## config.mk

```make
export PLATFORM = sky130hd
export DESIGN_NAME = servo_pwm_array_flat
export DESIGN_NICKNAME = d
export VERILOG_FILES = /design/src/rtl/servo_pkg.sv /design/src/rtl/servo_wr_if.sv /design/src/rtl/servo_frame_timer.sv /design/src/rtl/servo_pwm_array.sv /design/src/flat_wrapper.sv
export SDC_FILE = /design/constraint.sdc
export NUM_CORES = 1
export LEC_CHECK = 0
export ABC_AREA = 1
export ABC_CLOCK_PERIOD_IN_PS = 10300
export CAP_MARGIN = 20
export CORE_UTILIZATION = 61
export CTS_CLUSTER_SIZE = 10
export DETAILED_ROUTE_END_ITERATION = 16
export DONT_BUFFER_PORTS = 1
export PLACE_DENSITY = 0.81
export REMOVE_ABC_BUFFERS = 1
export SYNTH_ARGS = -nofsm -noshare
export SYNTH_HDL_FRONTEND = slang
export SYNTH_SLANG_ARGS = --single-unit
```

## constraint.sdc

```tcl
create_clock -name clk -period 10.3 [get_ports clk]
set_input_delay 2.575 -clock clk [delete_from_list [all_inputs] [get_ports clk]]
set_output_delay 2.575 -clock clk [all_outputs]
set_load 0.02 [all_outputs]
```

## src/rtl/servo_pkg.sv

```systemverilog
// servo_pkg: FSM encoding, default timing constants and angle-to-width conversion
package servo_pkg;
    typedef enum logic [1:0] {IDLE, UPDATE, HOLD} state_t;
    localparam int DEF_NUM_CH = 4;
    localparam int DEF_PERIOD_CYC = 1_000_000;
    localparam int DEF_MIN_PULSE = 25_000;
    localparam int DEF_STEP_CYC = 555;
    localparam int DEF_ANGLE_MAX = 180;
    localparam int DEF_HOME_DEG = 90;
    localparam int DEF_SLEW_DEG = 2;
    function automatic int angle_to_cycles(input int angle, input int min_pulse, input int step_cyc);
        return min_pulse + angle * step_cyc;
    endfunction
endpackage

```

## src/rtl/servo_wr_if.sv

```systemverilog
// servo_wr_if: host target-angle write port
interface servo_wr_if;
    logic       wr_valid;
    logic       wr_ready;
    logic [3:0] wr_ch;
    logic [7:0] wr_angle;
    logic       wr_err;
    modport master(output wr_valid, wr_ch, wr_angle, input wr_ready, wr_err);
    modport slave(input wr_valid, wr_ch, wr_angle, output wr_ready, wr_err);
endinterface

```

## src/rtl/servo_frame_timer.sv

```systemverilog
// servo_frame_timer: frame counter with frame-start pulse, update-prep strobe and wrap flag
module servo_frame_timer #(
    parameter int PERIOD_CYC = 1_000_000,
    parameter int NUM_CH = 4,
    parameter int W = $clog2(PERIOD_CYC)
) (
    input  logic         clk,
    input  logic         rst,
    output logic [W-1:0] cnt,
    output logic         frame_start,
    output logic         prep,
    output logic         wrap
);
    logic [W-1:0] cnt_q, cnt_d;
    logic         frame_start_q, frame_start_d;

    always_comb begin
        wrap = cnt_q == W'(PERIOD_CYC - 1);
        prep = cnt_q == W'(PERIOD_CYC - 2 - NUM_CH);
        cnt_d = wrap ? '0 : cnt_q + W'(1);
        frame_start_d = cnt_d == '0;
    end

    always_ff @(posedge clk or posedge rst) begin
        if (rst) begin
            cnt_q <= '0;
            frame_start_q <= 1'b0;
        end else begin
            cnt_q <= cnt_d;
            frame_start_q <= frame_start_d;
        end
    end

    assign cnt = cnt_q;
    assign frame_start = frame_start_q;
endmodule

```

## src/rtl/servo_pwm_array.sv

```systemverilog
// servo_pwm_array: multi-channel servo PWM with slew-limited angle tracking and frame-aligned width updates
module servo_pwm_array
    import servo_pkg::*;
#(
    parameter int NUM_CH = DEF_NUM_CH,
    parameter int PERIOD_CYC = DEF_PERIOD_CYC,
    parameter int MIN_PULSE = DEF_MIN_PULSE,
    parameter int STEP_CYC = DEF_STEP_CYC,
    parameter int ANGLE_MAX = DEF_ANGLE_MAX,
    parameter int HOME_DEG = DEF_HOME_DEG,
    parameter int SLEW_DEG = DEF_SLEW_DEG
) (
    input  logic              clk,
    input  logic              rst,
    servo_wr_if.slave         wr,
    input  logic [NUM_CH-1:0] ch_en,
    output logic [NUM_CH-1:0] pwm,
    output logic [NUM_CH-1:0] settled,
    output logic              frame_start
);
    localparam int W = $clog2(PERIOD_CYC);
    localparam int CW = NUM_CH > 1 ? $clog2(NUM_CH) : 1;
    localparam logic [W-1:0] HOME_W = W'(angle_to_cycles(HOME_DEG, MIN_PULSE, STEP_CYC));
    localparam logic [7:0] HOME_A = 8'(HOME_DEG);
    localparam logic [7:0] AMAX_A = 8'(ANGLE_MAX);
    localparam logic [7:0] SLEW_A = 8'(SLEW_DEG);

    if (MIN_PULSE + ANGLE_MAX * STEP_CYC >= PERIOD_CYC || PERIOD_CYC <= NUM_CH + 4) begin : g_bad_cfg
        $error("servo_pwm_array: pulse range or channel count does not fit in one frame");
    end

    logic [W-1:0]      cnt;
    logic              prep, wrap, hs;
    state_t            state_q, state_d;
    logic [CW-1:0]     idx_q, idx_d, wr_idx;
    logic [7:0]        tgt_q [NUM_CH];
    logic [7:0]        tgt_d [NUM_CH];
    logic [7:0]        cur_q [NUM_CH];
    logic [7:0]        cur_d [NUM_CH];
    logic [W-1:0]      width_pend_q [NUM_CH];
    logic [W-1:0]      width_pend_d [NUM_CH];
    logic [W-1:0]      width_act_q [NUM_CH];
    logic [W-1:0]      width_act_d [NUM_CH];
    logic [NUM_CH-1:0] pwm_q, pwm_d, settled_q, settled_d;
    logic              wr_ready_q, wr_ready_d, wr_err_q, wr_err_d;
    logic [7:0]        c, t, diff, step, nxt;

    servo_frame_timer #(.PERIOD_CYC(PERIOD_CYC), .NUM_CH(NUM_CH), .W(W)) u_timer (
        .clk(clk),
        .rst(rst),
        .cnt(cnt),
        .frame_start(frame_start),
        .prep(prep),
        .wrap(wrap)
    );

    always_comb begin
        state_d = state_q;
        idx_d = idx_q;
        tgt_d = tgt_q;
        cur_d = cur_q;
        width_pend_d = width_pend_q;
        width_act_d = width_act_q;
        hs = wr.wr_valid && wr_ready_q;
        wr_idx = CW'(wr.wr_ch);
        wr_err_d = hs && 32'(wr.wr_ch) >= NUM_CH;
        if (hs && !wr_err_d) tgt_d[wr_idx] = wr.wr_angle > AMAX_A ? AMAX_A : wr.wr_angle;
        // one channel per UPDATE cycle: step toward target, bounded by the slew limit
        c = cur_q[idx_q];
        t = tgt_q[idx_q];
        diff = t > c ? t - c : c - t;
        step = (SLEW_DEG == 0 || diff < SLEW_A) ? diff : SLEW_A;
        nxt = t > c ? c + step : c - step;
        if (state_q == IDLE && prep) begin
            state_d = UPDATE;
            idx_d = '0;
        end
        if (state_q == UPDATE) begin
            cur_d[idx_q] = nxt;
            width_pend_d[idx_q] = W'(angle_to_cycles(int'(nxt), MIN_PULSE, STEP_CYC));
            state_d = idx_q == CW'(NUM_CH - 1) ? HOLD : UPDATE;
            idx_d = idx_q + CW'(1);
        end
        // widths go live only on the wrap so no pulse is ever cut or stretched
        if (state_q == HOLD && wrap) begin
            state_d = IDLE;
            width_act_d = width_pend_q;
        end
        for (int i = 0; i < NUM_CH; i++) begin
            settled_d[i] = cur_d[i] == tgt_d[i];
            pwm_d[i] = ch_en[i] && cnt < width_act_q[i];
        end
        wr_ready_d = state_d == IDLE;
    end

    always_ff @(posedge clk or posedge rst) begin
        if (rst) begin
            state_q <= IDLE;
            idx_q <= '0;
            wr_ready_q <= 1'b1;
            wr_err_q <= 1'b0;
            pwm_q <= '0;
            settled_q <= '1;
            for (int i = 0; i < NUM_CH; i++) begin
                tgt_q[i] <= HOME_A;
                cur_q[i] <= HOME_A;
                width_pend_q[i] <= HOME_W;
                width_act_q[i] <= HOME_W;
            end
        end else begin
            state_q <= state_d;
            idx_q <= idx_d;
            wr_ready_q <= wr_ready_d;
            wr_err_q <= wr_err_d;
            pwm_q <= pwm_d;
            settled_q <= settled_d;
            tgt_q <= tgt_d;
            cur_q <= cur_d;
            width_pend_q <= width_pend_d;
            width_act_q <= width_act_d;
        end
    end

    assign wr.wr_ready = wr_ready_q;
    assign wr.wr_err = wr_err_q;
    assign pwm = pwm_q;
    assign settled = settled_q;
endmodule
```

## src/flat_wrapper.sv

```systemverilog
// flat-port wrapper written by rule: the top's interface ports become plain ports
module servo_pwm_array_flat import servo_pkg::*;
#(
    parameter int NUM_CH = DEF_NUM_CH,
    parameter int PERIOD_CYC = DEF_PERIOD_CYC,
    parameter int MIN_PULSE = DEF_MIN_PULSE,
    parameter int STEP_CYC = DEF_STEP_CYC,
    parameter int ANGLE_MAX = DEF_ANGLE_MAX,
    parameter int HOME_DEG = DEF_HOME_DEG,
    parameter int SLEW_DEG = DEF_SLEW_DEG
)
  (clk, rst, ch_en, pwm, settled, frame_start, wr_wr_valid, wr_wr_ch, wr_wr_angle, wr_wr_ready, wr_wr_err);
  servo_wr_if wr_i ();
  input  logic clk;
  input  logic rst;
  input  logic [NUM_CH-1:0] ch_en;
  output logic [NUM_CH-1:0] pwm;
  output logic [NUM_CH-1:0] settled;
  output logic frame_start;
  input wire logic [$bits(wr_i.wr_valid)-1:0] wr_wr_valid;
  input wire logic [$bits(wr_i.wr_ch)-1:0] wr_wr_ch;
  input wire logic [$bits(wr_i.wr_angle)-1:0] wr_wr_angle;
  output wire logic [$bits(wr_i.wr_ready)-1:0] wr_wr_ready;
  output wire logic [$bits(wr_i.wr_err)-1:0] wr_wr_err;
  assign wr_i.wr_valid = wr_wr_valid;
  assign wr_i.wr_ch = wr_wr_ch;
  assign wr_i.wr_angle = wr_wr_angle;
  assign wr_wr_ready = wr_i.wr_ready;
  assign wr_wr_err = wr_i.wr_err;
  servo_pwm_array #(.NUM_CH(NUM_CH), .PERIOD_CYC(PERIOD_CYC), .MIN_PULSE(MIN_PULSE), .STEP_CYC(STEP_CYC), .ANGLE_MAX(ANGLE_MAX), .HOME_DEG(HOME_DEG), .SLEW_DEG(SLEW_DEG)) u_core (.clk(clk), .rst(rst), .wr(wr_i), .ch_en(ch_en), .pwm(pwm), .settled(settled), .frame_start(frame_start));
endmodule
```

[After elaboration in Yosys (flattened, before gate mapping)]
Cells that the tools add are included.
Storage, ports and cells
  bits in registers: 259
  bits in latches: 0
  memory bits (writable): 0
  ROM bits: 0
  output and inout bits: 11
  word-level logic and storage cells: 99
  memories: 0
Cells by class
  add/subtract/negate cells: 7
  $mul: 1
  divide/modulo/power cells: 0
  magnitude comparators: 12
  eq/ne operators: 9
  shifts and indexed selects: 0
  muxes and demuxes: 28
  bitwise logic cells: 2
  reduce and logical (&&, ||, !) cells: 16
Operators with widths (count)
  $bwmux 80: 1
  $lt 20x20->1: 4
  $mux 8: 10
  $bwmux 32: 2
  $mux 32: 2
  $demux 20 s2: 1
  $eq 20x20->1 const B: 2
  $mux 20: 2
  $bmux 8 s2: 2
  $demux 8 s2: 2
  $eq 8x8->1: 4
  $sub 8x8->8: 3
  $add 16x20->20 const A: 1
  $add 20x1->20 const B: 1
  $logic_not 20->1: 1
  $mul 8x10->18 const B: 1
  $mux 2: 6
  $logic_and 1x1->1: 11
  $add 8x8->8: 1
  $gt 8x8->1: 1
  $gt 8x8->1 const B: 1
  $lt 8x2->1 const B: 1
  $ge 3x3->1 const B: 2
  $lt 3x1->1 const B: 2
  8 further kinds: 11

[Logic depth before layout (Yosys ltp)]
  depth in word-level cells: 13
  depth in mapped cells: 59
  mapped depth without buffers: 57

[Cells and area by module]
Synthesis repeated with hierarchy kept, for this count alone.
Second synthesis, totals
  cells, all modules: 1950
  area total of the unflattened synthesis: 15551.2 sq um
By module, submodules not included
  servo_pwm_array: instances 1, cells an instance 1738, area an instance 14132.3 sq um, seq. area each 5871.9 sq um
  servo_frame_timer: instances 1, cells an instance 212, area an instance 1418.9 sq um, seq. area each 525.5 sq um

[Least setup slack after synthesis]
OpenSTA, ideal clock, no wires.
  path kind: register to register
  start point: reg u_core.idx_q[0]
  end point: reg u_core.width_pend_q[15] in the netlist's numbering
  library setup time: 0.133 ns
  arrival time: 8.207 ns
  required time: 10.167 ns
  slack: 1.960 ns
  cell stages (with the launch flop): 50
  path buffers: 2
  period minus slack after synthesis: 8.340 ns
  path through: dfrtp_1 -> buf_2 -> inv_1 -> clkbuf_1 -> nand2_1 -> a32oi_1 -> inv_1 -> fa_1 -> nand3_1 -> nand2_1 -> nand2_1 -> nand2_1 -> nand2_2 -> nand2_1 -> nor2_1 -> nand2_1 -> nand2_1 -> inv_1 -> (+14 left out) -> inv_1 -> fa_1 -> inv_1 -> ha_1 -> inv_1 -> fa_1 -> inv_1 -> ha_1 -> a21oi_1 -> nor2_1 -> o21ai_0 -> nand4_1 -> xor2_1 -> nor2_1 -> nand2_1 -> or2_1 -> nand3_1 -> o21ai_0
On the way
  cells in the longest elaborated chain, start to end: 13
  elaborated cells on any way between the ends: 24
  classes of those cells: 5 x add/sub; 1 x mul; 4 x order compare; 12 x mux; 1 x bitwise; 1 x reduce/logical
RTL lines
  start: declaration: RTL line servo_pwm_array.sv:35  | logic [CW-1:0] idx_q, idx_d, wr_idx;
  start signal: assignment: RTL line servo_pwm_array.sv:112  | idx_q <= idx_d;
  $not 2->3 (not written as such) *: RTL line servo_pwm_array.sv:69, servo_pwm_array.sv:70, servo_pwm_array.sv:80
  $bmux 8 s2, on equally long branches: RTL line servo_pwm_array.sv:69, servo_pwm_array.sv:70
  $mux 8, on equally long branches (2 in series): RTL line servo_pwm_array.sv:69, servo_pwm_array.sv:70
  $sub 8x8->8 / $gt 8x8->1 (equally long branches): RTL line servo_pwm_array.sv:71, servo_pwm_array.sv:73
  $mux 8: RTL line servo_pwm_array.sv:71  | diff = t > c ? t - c : c - t;
  $lt 8x2->1: RTL line servo_pwm_array.sv:72  | step = (SLEW_DEG == 0 || diff < SLEW_A) ? diff : SLEW_A;
  $mux 8: RTL line servo_pwm_array.sv:72
  $sub 8x8->8 / $add 8x8->8 (equally long branches): RTL line servo_pwm_array.sv:73  | nxt = t > c ? c + step : c - step;
  $mux 8: RTL line servo_pwm_array.sv:73
  $mul 8x10->18: RTL line servo_pkg.sv:12  | return min_pulse + angle * step_cyc;
  $add 16x20->20: RTL line servo_pkg.sv:12
  $bwmux 80 *: RTL line servo_pwm_array.sv:80  | width_pend_d[idx_q] = W'(angle_to_cycles(int'(nxt), MIN_PULSE, STEP_CYC));
  end signal: assignment: RTL line servo_pwm_array.sv:119  | width_pend_q <= width_pend_d;
  end: declaration: RTL line servo_pwm_array.sv:40  | logic [W-1:0] width_pend_q [NUM_CH];
Every way passes the cells marked *; elsewhere a longest branch is shown, timed or not. The select of a mux whose other input is x is not followed.
A chain may end at the register's enable or synchronous reset.

[Worst setup path after layout]
  start point: reg u_core.idx_q[0]
  end point: reg u_core.width_pend_q[37] in the netlist's numbering
The elaborated chain is that of the path after synthesis.

==> impl_summary.md <==
Critical path
The slowest stage cell on the critical path is sky130_fd_sc_hd__ha_1. Among the stages of the critical path, the cell type that occurs most often is sky130_fd_sc_hd__nand2_1. The biggest cell delay along the critical path is 0.54 ns. The element type at the critical path end is a flop. Along the worst path, the maximum fanout reaches 18.

At the worst endpoint, the required time is 10.79 ns. Data on the critical path arrives at its endpoint at 9.92 ns. The worst setup path is launched from a flop.

The critical setup path kind is reg2reg.

Detailed routing
After detailed routing, the number of vias per cell comes to 5.706. The number of design rule violations left after detail routing is 0. The via count is 13080.

The count of routing violations after the opening detailed-route iteration is 1307. The total wire length after detailed routing is 39.89 mm. The count of nets left with antenna violations after detail routing is 0. The detail-routed net length per standard cell is 17.39 um. The detailed-router iteration count before antenna repair is 7.

Global routing
The number of antenna violations at the first check in global routing came to 0. The first-pass GRT wire length is 64.42 mm. Entering global routing, the biggest net connects 115 pins.

The remaining global-route overflow is 0. The via count of the first global-routing pass is 12650. In the global route stage, overall resource usage came out at 30.87%.

Timing
The shortest period the worst path allows is 9.424 ns. The highest attainable clock frequency is 0.1061 GHz. The hold violation count in the final report came to 0. Setup repair after global routing left no endpoint under its margin. In this run the tightest slew margin relative to its limit is 38.53%.

The setup TNS is 0 ns. The post-route clock skew is 0.01915 ns. The worst path uses 91.49% of the clock period. The number of max-slew violations in the final report is 0. Across all setup checks in the final design, the least slack found is 0.8765 ns. The final count of negative-setup-slack endpoints is 0. The actual slew at the worst max-slew pin is 0.9159 ns.

Clock tree
For this design, the CTS-stage hold fixing added 0 buffers. The clock network latency to the later pin of the worst-skew pair is 0.57 ns. The H-tree depth reported by CTS is 1. Counting every sink on the clock net gives 251. In this run the clock root is driven by a sky130_fd_sc_hd__clkbuf_16. The maximum buffer depth of the clock tree is 3. TritonCTS built the clock tree. The clock slew at the register clock pins of the worst setup and hold paths is 0.06 ns.

TritonCTS created 30 clock buffers.

Place
The placement-stage worst setup slack is 0.8396 ns. At the end of routability-driven placement, the weighted congestion stood at 0.8984. The HPWL after detailed placement is 28.88 mm.

The number of buffers inserted by port buffering is 0.

Power
In this run the static leakage power is 8.749 nW. The power density over the cells is 235.2 mW/mm^2. IR analysis of the VDD net gives a maximum drop of 0.3735 mV.

Floorplan
The die extent in x is 163.1 um. The floorplan step defined a die boundary enclosing 0.02659 mm^2. In this run the core area contains 58 standard-cell rows.

In this run the standard cell core region covers 0.02533 mm^2. During I/O placement, the number of pins put on the boundary was 30. The starting utilization of the core area is 62.49%.

The chip height is 163.1 um.

Yosys
During synthesis, Yosys emitted a total of 0 warnings. The cell area after technology mapping is 0.01583 mm^2. Synthesis inferred 251 register bits. The synthesized netlist cell count is 1930.

The async set-reset flop share out of synthesis is 100.0%. The number of distinct library cells after synthesis is 51. The sequential fraction of the synthesis area is 40.42%. A synthesized cell averages 8.200 um^2. The most common flop cell mapped by yosys is sky130_fd_sc_hd__dfrtp_1. The synthesized design contains 0 enable-type register cells.

Cells and area
Of the cells placed in the final design, the portion with a size suffix greater than 1 is 14.01%. For this run, the share of the core covered by cells in the final layout is 67.60%. The count of antenna diodes in the layout is 0. The relative area change from synthesis to final layout is 8.175%. For this run, the post-layout net count is 2115.

Status
The flow ran to the end, and the final reports show no timing, DRC or antenna violations.

Flow run
The max-cap violation count is 0.

Worst hold path
The worst hold path belongs to the class reg2reg.
==> flip-flops by register name, indices dropped and copies added (netlist names) <==
register	count
u_core.state_q	2
u_core.wr.wr_ready	1
u_core.pwm	4
u_core.cur_q	32
u_core.width_pend_q	76
u_core.wr.wr_err	1
u_core.settled	4
u_core.u_timer.frame_start	1
u_core.u_timer.cnt	20
u_core.width_act_q	76
u_core.tgt_q	32
u_core.idx_q	2
==> cells by family (layout without fill, tap and decap cells) <==
kind of cell	after synthesis	after routing	synth area share, %
adder cells (fa/ha/maj)	157	157	13.03
XOR/XNOR	28	28	1.597
multiplexers	52	52	3.700
buffers and inverters	408	441	10.20
AND/OR/NAND/NOR	749	749	20.80
flip-flops	251	251	40.42
AO/OA/AOI/OAI	285	285	10.25
==> layout by cell type, fill, tap and decap left out, types with 7 or more instances in the layout <==
cell                        instances
sky130_fd_sc_hd__nor3_1            11
sky130_fd_sc_hd__o21ai_1            9
sky130_fd_sc_hd__nor2_1           103
sky130_fd_sc_hd__xor2_1            18
sky130_fd_sc_hd__o21bai_1           7
sky130_fd_sc_hd__or2_2             19
sky130_fd_sc_hd__nand2_2            9
sky130_fd_sc_hd__ha_1             144
sky130_fd_sc_hd__xnor2_1            9
sky130_fd_sc_hd__buf_4             17
sky130_fd_sc_hd__a32oi_1           10
sky130_fd_sc_hd__fa_1              13
sky130_fd_sc_hd__o21ai_0          143
sky130_fd_sc_hd__clkbuf_1          20
sky130_fd_sc_hd__nand4_1           32
sky130_fd_sc_hd__mux2_2            52
sky130_fd_sc_hd__inv_1            350
sky130_fd_sc_hd__dfrtp_1          157
sky130_fd_sc_hd__nand2_1          448
sky130_fd_sc_hd__nand3_1           92
sky130_fd_sc_hd__dfstp_2           93
sky130_fd_sc_hd__o211ai_1          17
sky130_fd_sc_hd__clkbuf_16         30
sky130_fd_sc_hd__a21oi_1           64
sky130_fd_sc_hd__nand3_2            7
sky130_fd_sc_hd__inv_2             12
==> layer usage <==
metal / part of all wire, % / up-vias / track usage (%)
met5: 0 / - / 0
met3: 7.9 / 92 / 5.053
met1: 44 / 6248 / 43.19
met2: 46 / 530 / 49.57
li1: - / 6213 / -
met4: 2.5 / 0 / 8.581
==> final timing paths <==
path	startpoint	endpoint	slack, ns	cells past startpoint
min in group asynchronous	rst	u_core.width_pend_q[64]	1.96	1
worst max-delay path	u_core.idx_q[0]	u_core.width_pend_q[37]	0.88	52
worst max register to register	u_core.idx_q[0]	u_core.width_pend_q[37]	0.88	52
max in group asynchronous	rst	u_core.width_pend_q[17]	6.95	2
worst min register to register	u_core.width_pend_q[58]	u_core.width_pend_q[58]	0.47	2
worst min-delay path	u_core.width_pend_q[58]	u_core.width_pend_q[58]	0.47	2
==> area by class of cell <==
| class | instances | area [um^2] |
|---|---|---|
| Clock inverter | 4 | 47.55 |
| Multi-Input combinational cell | 1271 | 7853 |
| Inverter | 366 | 1388 |
| Tap cell | 330 | 412.9 |
| Clock buffer | 52 | 853.3 |
| Fill cell | 2006 | 8207 |
| Sequential cell | 251 | 6399 |
| Timing Repair Buffer | 19 | 167.7 |
==> Yosys cell counts (4+ instances only) <==
cell / number / area share (%)
sky130_fd_sc_hd__nand2_1: 448 / 11
sky130_fd_sc_hd__inv_1: 352 / 8.3
sky130_fd_sc_hd__dfrtp_1: 158 / 25
sky130_fd_sc_hd__ha_1: 144 / 11
sky130_fd_sc_hd__o21ai_0: 143 / 4.5
sky130_fd_sc_hd__nor2_1: 103 / 2.4
sky130_fd_sc_hd__dfstp_2: 93 / 15
sky130_fd_sc_hd__nand3_1: 92 / 2.9
sky130_fd_sc_hd__a21oi_1: 64 / 2.0
sky130_fd_sc_hd__mux2_2: 52 / 3.7
sky130_fd_sc_hd__nand4_1: 32 / 1.3
sky130_fd_sc_hd__clkbuf_1: 19 / 0.45
sky130_fd_sc_hd__or2_2: 19 / 0.75
sky130_fd_sc_hd__xor2_1: 18 / 1.0
sky130_fd_sc_hd__o211ai_1: 17 / 0.81
sky130_fd_sc_hd__a32oi_1: 14 / 0.77
sky130_fd_sc_hd__fa_1: 13 / 1.6
sky130_fd_sc_hd__inv_2: 12 / 0.28
sky130_fd_sc_hd__nor3_1: 11 / 0.35
sky130_fd_sc_hd__nand2_2: 9 / 0.36
sky130_fd_sc_hd__o21ai_1: 9 / 0.28
sky130_fd_sc_hd__xnor2_1: 9 / 0.50
sky130_fd_sc_hd__nand3_2: 8 / 0.51
sky130_fd_sc_hd__buf_6: 7 / 0.50
sky130_fd_sc_hd__o21bai_1: 7 / 0.33
sky130_fd_sc_hd__a21boi_0: 6 / 0.28
sky130_fd_sc_hd__buf_1: 6 / 0.14
sky130_fd_sc_hd__buf_4: 6 / 0.28
sky130_fd_sc_hd__nand3b_1: 6 / 0.28
sky130_fd_sc_hd__a31oi_1: 5 / 0.20
sky130_fd_sc_hd__a21o_1: 4 / 0.19
sky130_fd_sc_hd__buf_2: 4 / 0.13
sky130_fd_sc_hd__nand2_4: 4 / 0.28
sky130_fd_sc_hd__o31ai_1: 4 / 0.19
==> report_power, final <==
group          switching, mW  internal, mW  total (mW)
logic                   1.39         0.621        2.01
registers             0.0163          1.03        1.04
clock network          0.414         0.560       0.974
total                   1.82          2.21        4.03
==> through the flow <==
stage | cell area [um^2] | cells | power (mW) | hold WS, ns
floorplan | 15590 | 1888 | 2.530 | 0.4323
global placement | 16140 | 2233 | 3.000 | 0.4482
detailed placement | 16140 | 2233 | 3.045 | 0.4536
CTS | 17040 | 2289 | 4.025 | 0.4684
global route | 17120 | 2293 | 4.315 | 0.4960
finish | 17120 | 2293 | 4.027 | 0.4681
==> what timing repair did <==
action | in CTS | in global routing
resized for setup | 0 | 6
endpoints found under the setup margin | 0 | 24
setup buffers | 0 | 4
==> critical path: cells and delay by family (launching register included) <==
kind	cells	cell delay, ns
adders and majority gates	8	3.08
and+or+nand+nor	26	2.95
AOI/OAI and AO/OA	5	1.28
buffers and inverters	11	0.89
xor gates and xnor gates	2	0.62
DFF	1	0.52
(Power assumes the default switching activity.)
